--- config.mk ---
export PLATFORM = sky130hd
export DESIGN_NAME = ula_seq
export DESIGN_NICKNAME = d
export VERILOG_FILES = /design/src/rtl/ula_seq.sv
export SDC_FILE = /design/constraint.sdc
export NUM_CORES = 1
export LEC_CHECK = 0
export CAP_MARGIN = 40
export CORE_UTILIZATION = 57
export CTS_CLUSTER_DIAMETER = 200
export DETAILED_ROUTE_END_ITERATION = 12
export HOLD_SLACK_MARGIN = 0.06
export PLACE_DENSITY = 0.87
export SYNTH_ARGS = -nofsm -noshare
export SYNTH_HDL_FRONTEND = slang
export SYNTH_SLANG_ARGS = --single-unit
--- constraint.sdc ---
create_clock -name Tclk -period 2.7 [get_ports Tclk]
set_input_delay 0.27 -clock Tclk [delete_from_list [all_inputs] [get_ports Tclk]]
set_output_delay 0.27 -clock Tclk [all_outputs]
set_load 0.005 [all_outputs]
--- src/rtl/ula_seq.sv ---
// Multi-cycle sequential ALU with a start/busy/done handshake and registered outputs.
// A and B are latched when an operation is accepted; multiply is an iterative shift-add.
module ula_seq #(
    parameter int N = 8
) (
    input  logic             Tclk,
    input  logic             Tclr,
    input  logic             en,
    input  logic             start,
    input  logic [2:0]       selec,
    input  logic [N-1:0]     A_in,
    input  logic [N-1:0]     B_in,
    output logic             busy,
    output logic             done,
    output logic [N:0]       S,
    output logic [2*N-1:0]   Smulti,
    output logic             zero,
    output logic             ovf
);

    localparam int CW = $clog2(N + 1);

    typedef enum logic [1:0] {
        IDLE,
        EXEC,
        MUL
    } state_t;

    state_t          state;
    logic [N-1:0]    a_reg;
    logic [N-1:0]    b_reg;
    logic [2:0]      op_reg;
    logic [CW-1:0]   cnt;
    logic [2*N-1:0]  acc;

    logic [N:0]      exec_res;
    logic            exec_ovf;
    logic [N:0]      mul_sum;
    logic [2*N-1:0]  mul_next;

    // Single-cycle result computed from the latched operands, written in EXEC.
    always_comb begin
        exec_res = '0;
        exec_ovf = 1'b0;
        case (op_reg)
            3'b000: begin
                exec_res = {1'b0, a_reg} + {1'b0, b_reg};
                exec_ovf = (a_reg[N-1] == b_reg[N-1]) && (exec_res[N-1] != a_reg[N-1]);
            end
            3'b001: begin
                exec_res = {1'b0, a_reg} - {1'b0, b_reg};
                exec_ovf = (a_reg[N-1] != b_reg[N-1]) && (exec_res[N-1] != a_reg[N-1]);
            end
            3'b010:  exec_res = {1'b0, a_reg & b_reg};
            3'b011:  exec_res = {1'b0, a_reg | b_reg};
            3'b100:  exec_res = {1'b0, a_reg ^ b_reg};
            3'b101:  exec_res = {1'b0, ~a_reg};
            3'b110:  exec_res = {a_reg, 1'b0};
            default: exec_res = '0;
        endcase
    end

    // Accumulator holds {partial product, remaining multiplier bits}; the carry of
    // the upper-half add becomes the new MSB as the whole thing shifts right.
    always_comb begin
        mul_sum  = {1'b0, acc[2*N-1:N]} + (acc[0] ? {1'b0, a_reg} : '0);
        mul_next = {mul_sum, acc[N-1:1]};
    end

    always_ff @(posedge Tclk or posedge Tclr) begin
        if (Tclr) begin
            state  <= IDLE;
            a_reg  <= '0;
            b_reg  <= '0;
            op_reg <= '0;
            cnt    <= '0;
            acc    <= '0;
            busy   <= 1'b0;
            done   <= 1'b0;
            S      <= '0;
            Smulti <= '0;
            zero   <= 1'b0;
            ovf    <= 1'b0;
        end else if (en) begin
            case (state)
                IDLE: begin
                    done <= 1'b0;
                    if (start) begin
                        a_reg  <= A_in;
                        b_reg  <= B_in;
                        op_reg <= selec;
                        busy   <= 1'b1;
                        if (selec == 3'b111) begin
                            acc   <= {{N{1'b0}}, B_in};
                            cnt   <= CW'(N);
                            state <= MUL;
                        end else begin
                            state <= EXEC;
                        end
                    end
                end
                EXEC: begin
                    S     <= exec_res;
                    zero  <= (exec_res[N-1:0] == '0);
                    ovf   <= exec_ovf;
                    done  <= 1'b1;
                    busy  <= 1'b0;
                    state <= IDLE;
                end
                MUL: begin
                    acc <= mul_next;
                    cnt <= cnt - CW'(1);
                    if (cnt <= CW'(1)) begin
                        Smulti <= mul_next;
                        zero   <= (mul_next == '0);
                        ovf    <= 1'b0;
                        done   <= 1'b1;
                        busy   <= 1'b0;
                        state  <= IDLE;
                    end
                end
                default: state <= IDLE;
            endcase
        end
    end

endmodule

==> results.md, run 1 <==
- Status: finished, final reports clean
- Sequential power share: 28.6%
- Fillers: 536
- Switching share of power: 42.7%
- Fin cells: 636
- Setup TNS: 0 ps
- Clock Skews: 13.3 ps
- Min-Delay Path Class: in2async
- Growth of design area from synthesis to finish: 21.5%
- Crit path launch type: flop
- Flop and latch count out of synthesis: 70
- Final setup violation count: 0
- Max Cap Viol: 0
- Routed WL: 11.6 mm
- Worst setup EP type: flop
- Reg2Reg Depth: 10
- Clk buf depth: 2
- Final slew viol count: 0
- Hold buffers post-CTS: 0
- First-pass GRT wire length: 18.8 mm
- Worst Tran Pin Value: 635 ps
- Overall Power: 6.29 mW
- Skew-Pair Late Insertion Delay: 350 ps
- Cells along the critical path: ha_1 -> inv_1 -> fa_1 -> mux2_4 -> and3_4 -> o41ai_4 -> nand4_1 -> a211oi_2 -> nand2_1 -> o31ai_2
- Simple-gate share of the synthesized area: 12.6%
- H-tree depth: 3
- Final period util: 96.1%
- Initial Util: 59.6%
- Yosys cell types: 64
- DP Cell Count: 618
- Drt pass-1 iters: 5
- Leakage power: 2.58 nW
- Synth Area in Compound Gates: 17.0%
- Combinational power share: 57.9%
- Stages on the worst setup path: 10
- Clock period minus final worst setup slack: 2600 ps
- Final #Nets: 594
- Cell family with most CP delay: compound AO/OA/AOI/OAI gates
- Critical path class: reg2reg
- Worst IR Drop VDD: 0.628 mV
- Relative slew margins: 57.6%
- Biggest regs: Smulti: 16 flops, acc: 16 flops, S: 9 flops
- CTS sink count: 70
- Largest net degree at the start of global routing: 45
- P_sw: 2.69 mW
- Sequential area share after synthesis: 37.6%
- Vias: 3875
- CP max FO: 6
- Post-synthesis mux area share: 13.4%
- I/O pin count: 52
- Chip Width: 92.4 um
- Total CTS buffers: 9
- Antenna Violating Nets Remaining: 0
- CTS Root Cell: clkbuf_8
- Cell-internal power: 3.61 mW
- CP required: 2950 ps
- Clock Power Share: 13.6%
- Worst-path clk slew: 80 ps
- Share of layout cells above drive strength 1: 21.3%
- Per-cell routed wire length: 18.2 um
- RD Place Congestion: 0.925
- Synth async-reset ratio: 100%
- Adder-cell share of the synthesized area: 11.8%
- Synthesized net count: 525
- Iter 0 DRT Violations: 306
- Number of global-route vias before repair: 3872
- PD cells: 1110 nW/um^2
- CTS tree: built
- Die Area: 8540 um^2
- Core area: 7810 um^2
- Fmax: 385 MHz
- Slowest cell on the critical path: dfrtp_2
- Cell Rows: 32
- Ys flop type: dfrtp_1
- Drt drc: 0
- YS warnings: 0
- Worst Path Buf+Inv: 1
- Avg Inst Size Synth: 10.1 um^2
- Total track usage: 28.2%
- Die H: 92.4 um
- Post-synth EDFFs: 0
- Total congestion overflow: 0
- Post-Syn Area: 4660 um^2
- DP HPWL: 8.60 mm
- Largest family of logic cells by synthesized area: compound AO/OA/AOI/OAI gates
- CP Data Arrival Time: 2850 ps
- Vias per cell: 6.09
- Max incr delay on CP: 420 ps
- Initial antenna violation count: 0
- Port Buf Inserts: 51
- Syn Inst Count: 460
- Core Util, Final: 72.5%
- Post-synthesis xor/xnor area fraction: 1.88%
- Inserted Diodes: 0
- Final Hold Viols: 0
## final timing paths
| path | slack (ps) | startpoint | end |
|---|---|---|---|
| setup / recovery | 100 | a_reg[0] | zero |
| hold / removal | 310 | Tclr | Smulti[5] |
| setup reg to reg | 100 | a_reg[0] | zero |
| hold reg to reg | 490 | S[0] | S[0] |
| max in group asynchronous | 1730 | Tclr | acc[0] |
| min in group Tclk | 490 | S[0] | S[0] |
## power by group through the flow
stage          combinational, mW  clock (mW)  sequential (mW)
2_1_floorplan               2.35           0             1.71
3_3_place_gp                3.29           0             1.78
3_5_place_dp                3.38           0             1.81
4_1_cts                     3.43       0.862             1.79
5_1_grt                     3.96       0.919             1.84
6_report                    3.64       0.853             1.80
## cell usage in the layout (no fill, tap or decap), types with 7 or more instances in the layout
cell type / netlist / layout
a21oi_1: 19 / 18
a22o_1: 8 / 8
and2_1: 12 / 12
buf_4: 1 / 27
clkbuf_8: 1 / 9
clkdlybuf4s50_1: 0 / 51
dfrtp_1: 70 / 67
ha_1: 39 / 37
inv_1: 34 / 32
mux2_2: 40 / 39
mux2i_1: 13 / 13
nand2_1: 30 / 30
nand2b_1: 9 / 9
nor2_1: 21 / 21
nor3_1: 8 / 8
o21ai_0: 28 / 26
o31ai_1: 7 / 7
xnor2_1: 7 / 7
## routing by layer
layer	vias to the layer above	GRT usage (%)	wire [um]
met5	-	0	0
met4	0	8.98	265
met3	30	6.73	770
met2	157	47.7	5810
met1	1895	35.6	4760
li1	1793	-	-
## kinds of logic after synthesis
kind of cell,count (synthesis)
adders and majority gates,42
muxes,55
xor gates and xnor gates,10
buffers and inverters,56
and+or+nand+nor,113
DFF,70
AOI/OAI and AO/OA,114
## cells in the mapped netlist, types with 2 or more instances
library cell / number / area [um^2]
a2111oi_0: 2 / 17.5
or3_1: 4 / 25.0
nand2_1: 30 / 113
o221ai_1: 2 / 17.5
o41ai_1: 2 / 17.5
buf_2: 4 / 20.0
a21oi_1: 19 / 95.1
mux4_2: 2 / 45.0
nand2b_1: 9 / 56.3
inv_1: 34 / 128
o21bai_1: 3 / 22.5
a311o_1: 2 / 20.0
clkbuf_1: 10 / 37.5
nand3_1: 5 / 25.0
buf_6: 5 / 56.3
mux2i_1: 13 / 130
o211ai_1: 5 / 37.5
a22o_1: 8 / 70.1
a21o_1: 6 / 45.0
fa_1: 3 / 60.1
nor2_1: 21 / 78.8
nand3b_1: 3 / 22.5
and3_1: 3 / 18.8
xor2_1: 3 / 26.3
xnor2_1: 7 / 61.3
nor3_1: 8 / 40.0
o21ai_0: 28 / 140
a22oi_1: 3 / 22.5
dfrtp_1: 70 / 1750
and2_1: 12 / 75.1
nor2b_1: 5 / 31.3
a211oi_1: 4 / 30.0
o22ai_1: 4 / 25.0
ha_1: 39 / 488
a31oi_1: 2 / 12.5
nor4_1: 5 / 31.3
o31ai_1: 7 / 52.6
mux2_2: 40 / 450
o31a_1: 2 / 17.5
o21ba_2: 2 / 20.0
## what timing repair did
item / CTS / global route
pin swaps: 1 / 4
resized for setup: 3 / 17
setup endpoints to repair: 1 / 4
cloned: 0 / 0
setup buffers: 0 / 2
## layout make-up
type | instances | area [um^2] | share of cell area, %
Clock buffer | 10 | 128 | 2.25
Tap cell | 102 | 128 | 2.25
Multi-Input combinational cell | 334 | 2720 | 48.0
Clock inverter | 6 | 70.1 | 1.24
Inverter | 35 | 131 | 2.32
Sequential cell | 70 | 1760 | 31.0
Timing Repair Buffer | 79 | 733 | 13.0
## through the flow
stage | worst slack [ps] | cell area [um^2] | hold slack [ps]
floorplan | 220 | 4660 | 421
global placement | 22.8 | 5380 | 462
detailed placement | -75.2 | 5380 | 473
CTS | 32.0 | 5590 | 318
global route | -33.7 | 5660 | 364
finish | 105 | 5660 | 312
No activity file was read; power rests on OpenSTA's default activity.
==> run 2: changes to the inputs <==
- CAP_MARGIN: 40 -> unset
==> results of run 2 <==
Final layout, timing and power as in run 1 (identical DEF).
==> run 3: changes to the inputs <==
- CORE_UTILIZATION: 57 -> 62
- PLACE_DENSITY: 0.87 -> 0.93
- clock period: 2.7 -> 3.3 ns (I/O delays scaled with it)
==> results.md, run 3 (synthesis results as in run 1) <==
- PD cells: 918 nW/um^2 (-17%)
- Hold buffers post-CTS: 0 (unchanged)
- Status: finished, final reports clean
- Commonest non-fill, non-tap cell in the layout: dfrtp_1
- Core Util, Final: 75.3% (+2.8 points)
- Worst setup EP type: flop
- Max Cap Viol: 0 (unchanged)
- Leakage power: 2.50 nW (-2.9%)
- Final setup violation count: 0 (unchanged)
- Initial Util: 64.2% (+4.6 points)
- Clock Skews: 16.2 ps (+2.89 ps)
- Final period util: 87.3% (-8.8 points)
- # resized after CTS: 0 (-3)
- Worst IR Drop VDD: 0.437 mV (-30%)
- Crit path launch type: flop
- Cell Rows: 31 (-3.1%)
- Die H: 88.7 um (-4.0%)
- Core area: 7250 um^2 (-7.1%)
- Setup TNS: 0 ps (unchanged)
- CP Data Arrival Time: 3150 ps (+300 ps)
- Iter 0 DRT Violations: 497 (+62%)
- Vias: 3943 (+1.8%)
- Final #Nets: 575 (-3.2%)
- Routed WL: 12.4 mm (+7.3%)
- DP HPWL: 8.45 mm (-1.7%)
- Worst Tran Pin Value: 670 ps (+35.2 ps)
- Number of global-route vias before repair: 3941 (+1.8%)
- Initial antenna violation count: 0 (unchanged)
- Vias per cell: 6.42 (+5.4%)
- RD Place Congestion: 0.966 (+4.4%)
- Drt drc: 0 (unchanged)
- Port Buf Inserts: 51 (unchanged)
- Reg2Reg Depth: 10 (unchanged)
- Unrepaired setup endpoints after global routing: false
- Fin cells: 614 (-3.5%)
- Growth of design area from synthesis to finish: 17.4%
- Chip Width: 88.7 um (-4.0%)
- Die Area: 7860 um^2 (-7.9%)
- CP max FO: 9 (+3)
- Clock period minus final worst setup slack: 2880 ps (+287 ps)
- First-pass GRT wire length: 19.5 mm (+3.8%)
- CTS sink count: 70 (unchanged)
- Share of layout cells above drive strength 1: 15.9% (-5.4 points)
- Skew-Pair Late Insertion Delay: 370 ps (+20 ps)
- CTS Root Cell: clkbuf_8
- # Post-CTS Setup Buffers: 0 (unchanged)
- Biggest regs: Smulti: 16 flops, acc: 16 flops, S: 9 flops
- Total congestion overflow: 0 (unchanged)
- Total CTS buffers: 9 (unchanged)
- Drt pass-1 iters: 5 (unchanged)
- Final slew viol count: 0 (unchanged)
- Worst-path clk slew: 90 ps (about the same)
- Overall Power: 5.02 mW (-20%)
- Final Hold Viols: 0 (unchanged)
- Total track usage: 33.5% (+5.2 points)
- Relative slew margins: 55.3% (-2.3 points)
- Largest net degree at the start of global routing: 33 (-27%)
- CTS tree: built
- Min-Delay Path Class: in2async
- Fmax: 347 MHz (-10%)
- R2r setup slk: 420 ps (+310 ps)
- Critical path class: reg2reg
- DP Cell Count: 598 (-3.2%)
- Inserted Diodes: 0 (unchanged)
- Per-cell routed wire length: 20.3 um (+11%)
- H-tree depth: 3 (unchanged)
- Antenna Violating Nets Remaining: 0 (unchanged)
- Commonest cells after routing, fill and taps aside: dfrtp_1, clkdlybuf4s50_1, mux2_2
- I/O pin count: 52 (unchanged)
- CP required: 3570 ps (+620 ps)
- Clk buf depth: 2 (unchanged)
-- run 3: changes by cell type in the layout (fill, tap and decap cells not counted), moves of 2 or more --
cell	previous run	this run
buf_4	27	9
clkbuf_8	9	11
clkinvlp_4	3	1
dfrtp_1	67	70
dfrtp_2	3	0
fa_1	1	3
fa_2	2	0
ha_1	37	39
inv_6	2	0
o21ai_0	26	28
-- run 3: layout make-up --
type                            count  area [um^2]
Clock buffer                       11          151
Clock inverter                      5         81.3
Fill cell                         472         1790
Inverter                           35          131
Multi-Input combinational cell    334         2650
Sequential cell                    70         1750
Tap cell                           99          124
Timing Repair Buffer               60          578
-- run 3: critical path: stages, from the launching register on --
cell and delay (ps):
dfrtp_1 480, and2_1 230, ha_1 220, fa_1 440, a211oi_1 290, o21bai_1 120, a21oi_1 290, o21bai_1 110
a21o_1 230, o31a_1 320, o31ai_2 60
-- run 3: path summary, 6_finish.rpt --
path | start | to
max reg2reg | acc[0] | zero
min | Tclr | acc[7]
max | acc[0] | zero
max in group asynchronous | Tclr | S[5]
min in group Tclk | S[7] | S[7]
min reg2reg | S[7] | S[7]
-- run 3: through the flow --
stage / cell area (um^2) / setup slack (ps) / hold slack (ps)
after detailed placement: 5230 / 565 / 475
after CTS: 5470 / 464 / 398
final: 5470 / 418 / 377
after global placement: 5230 / 661 / 461
after global routing: 5470 / 286 / 464
after floorplan: 4660 / 820 / 456
-- run 3: metal layers --
layer,up-vias,global-route usage [%],wire length (um)
li1,1749,-,-
met1,1931,40.9,4900
met2,217,56.6,6090
met3,46,7.00,964
met4,0,16.0,492
met5,-,0,0
-- run 3: report_power, final --
| group | leakage, nW | internal, mW | switching (mW) |
|---|---|---|---|
| combinational | 1.49 | 1.23 | 1.44 |
| sequential | 0.897 | 1.16 | 0.374 |
| clock | 0.116 | 0.467 | 0.349 |
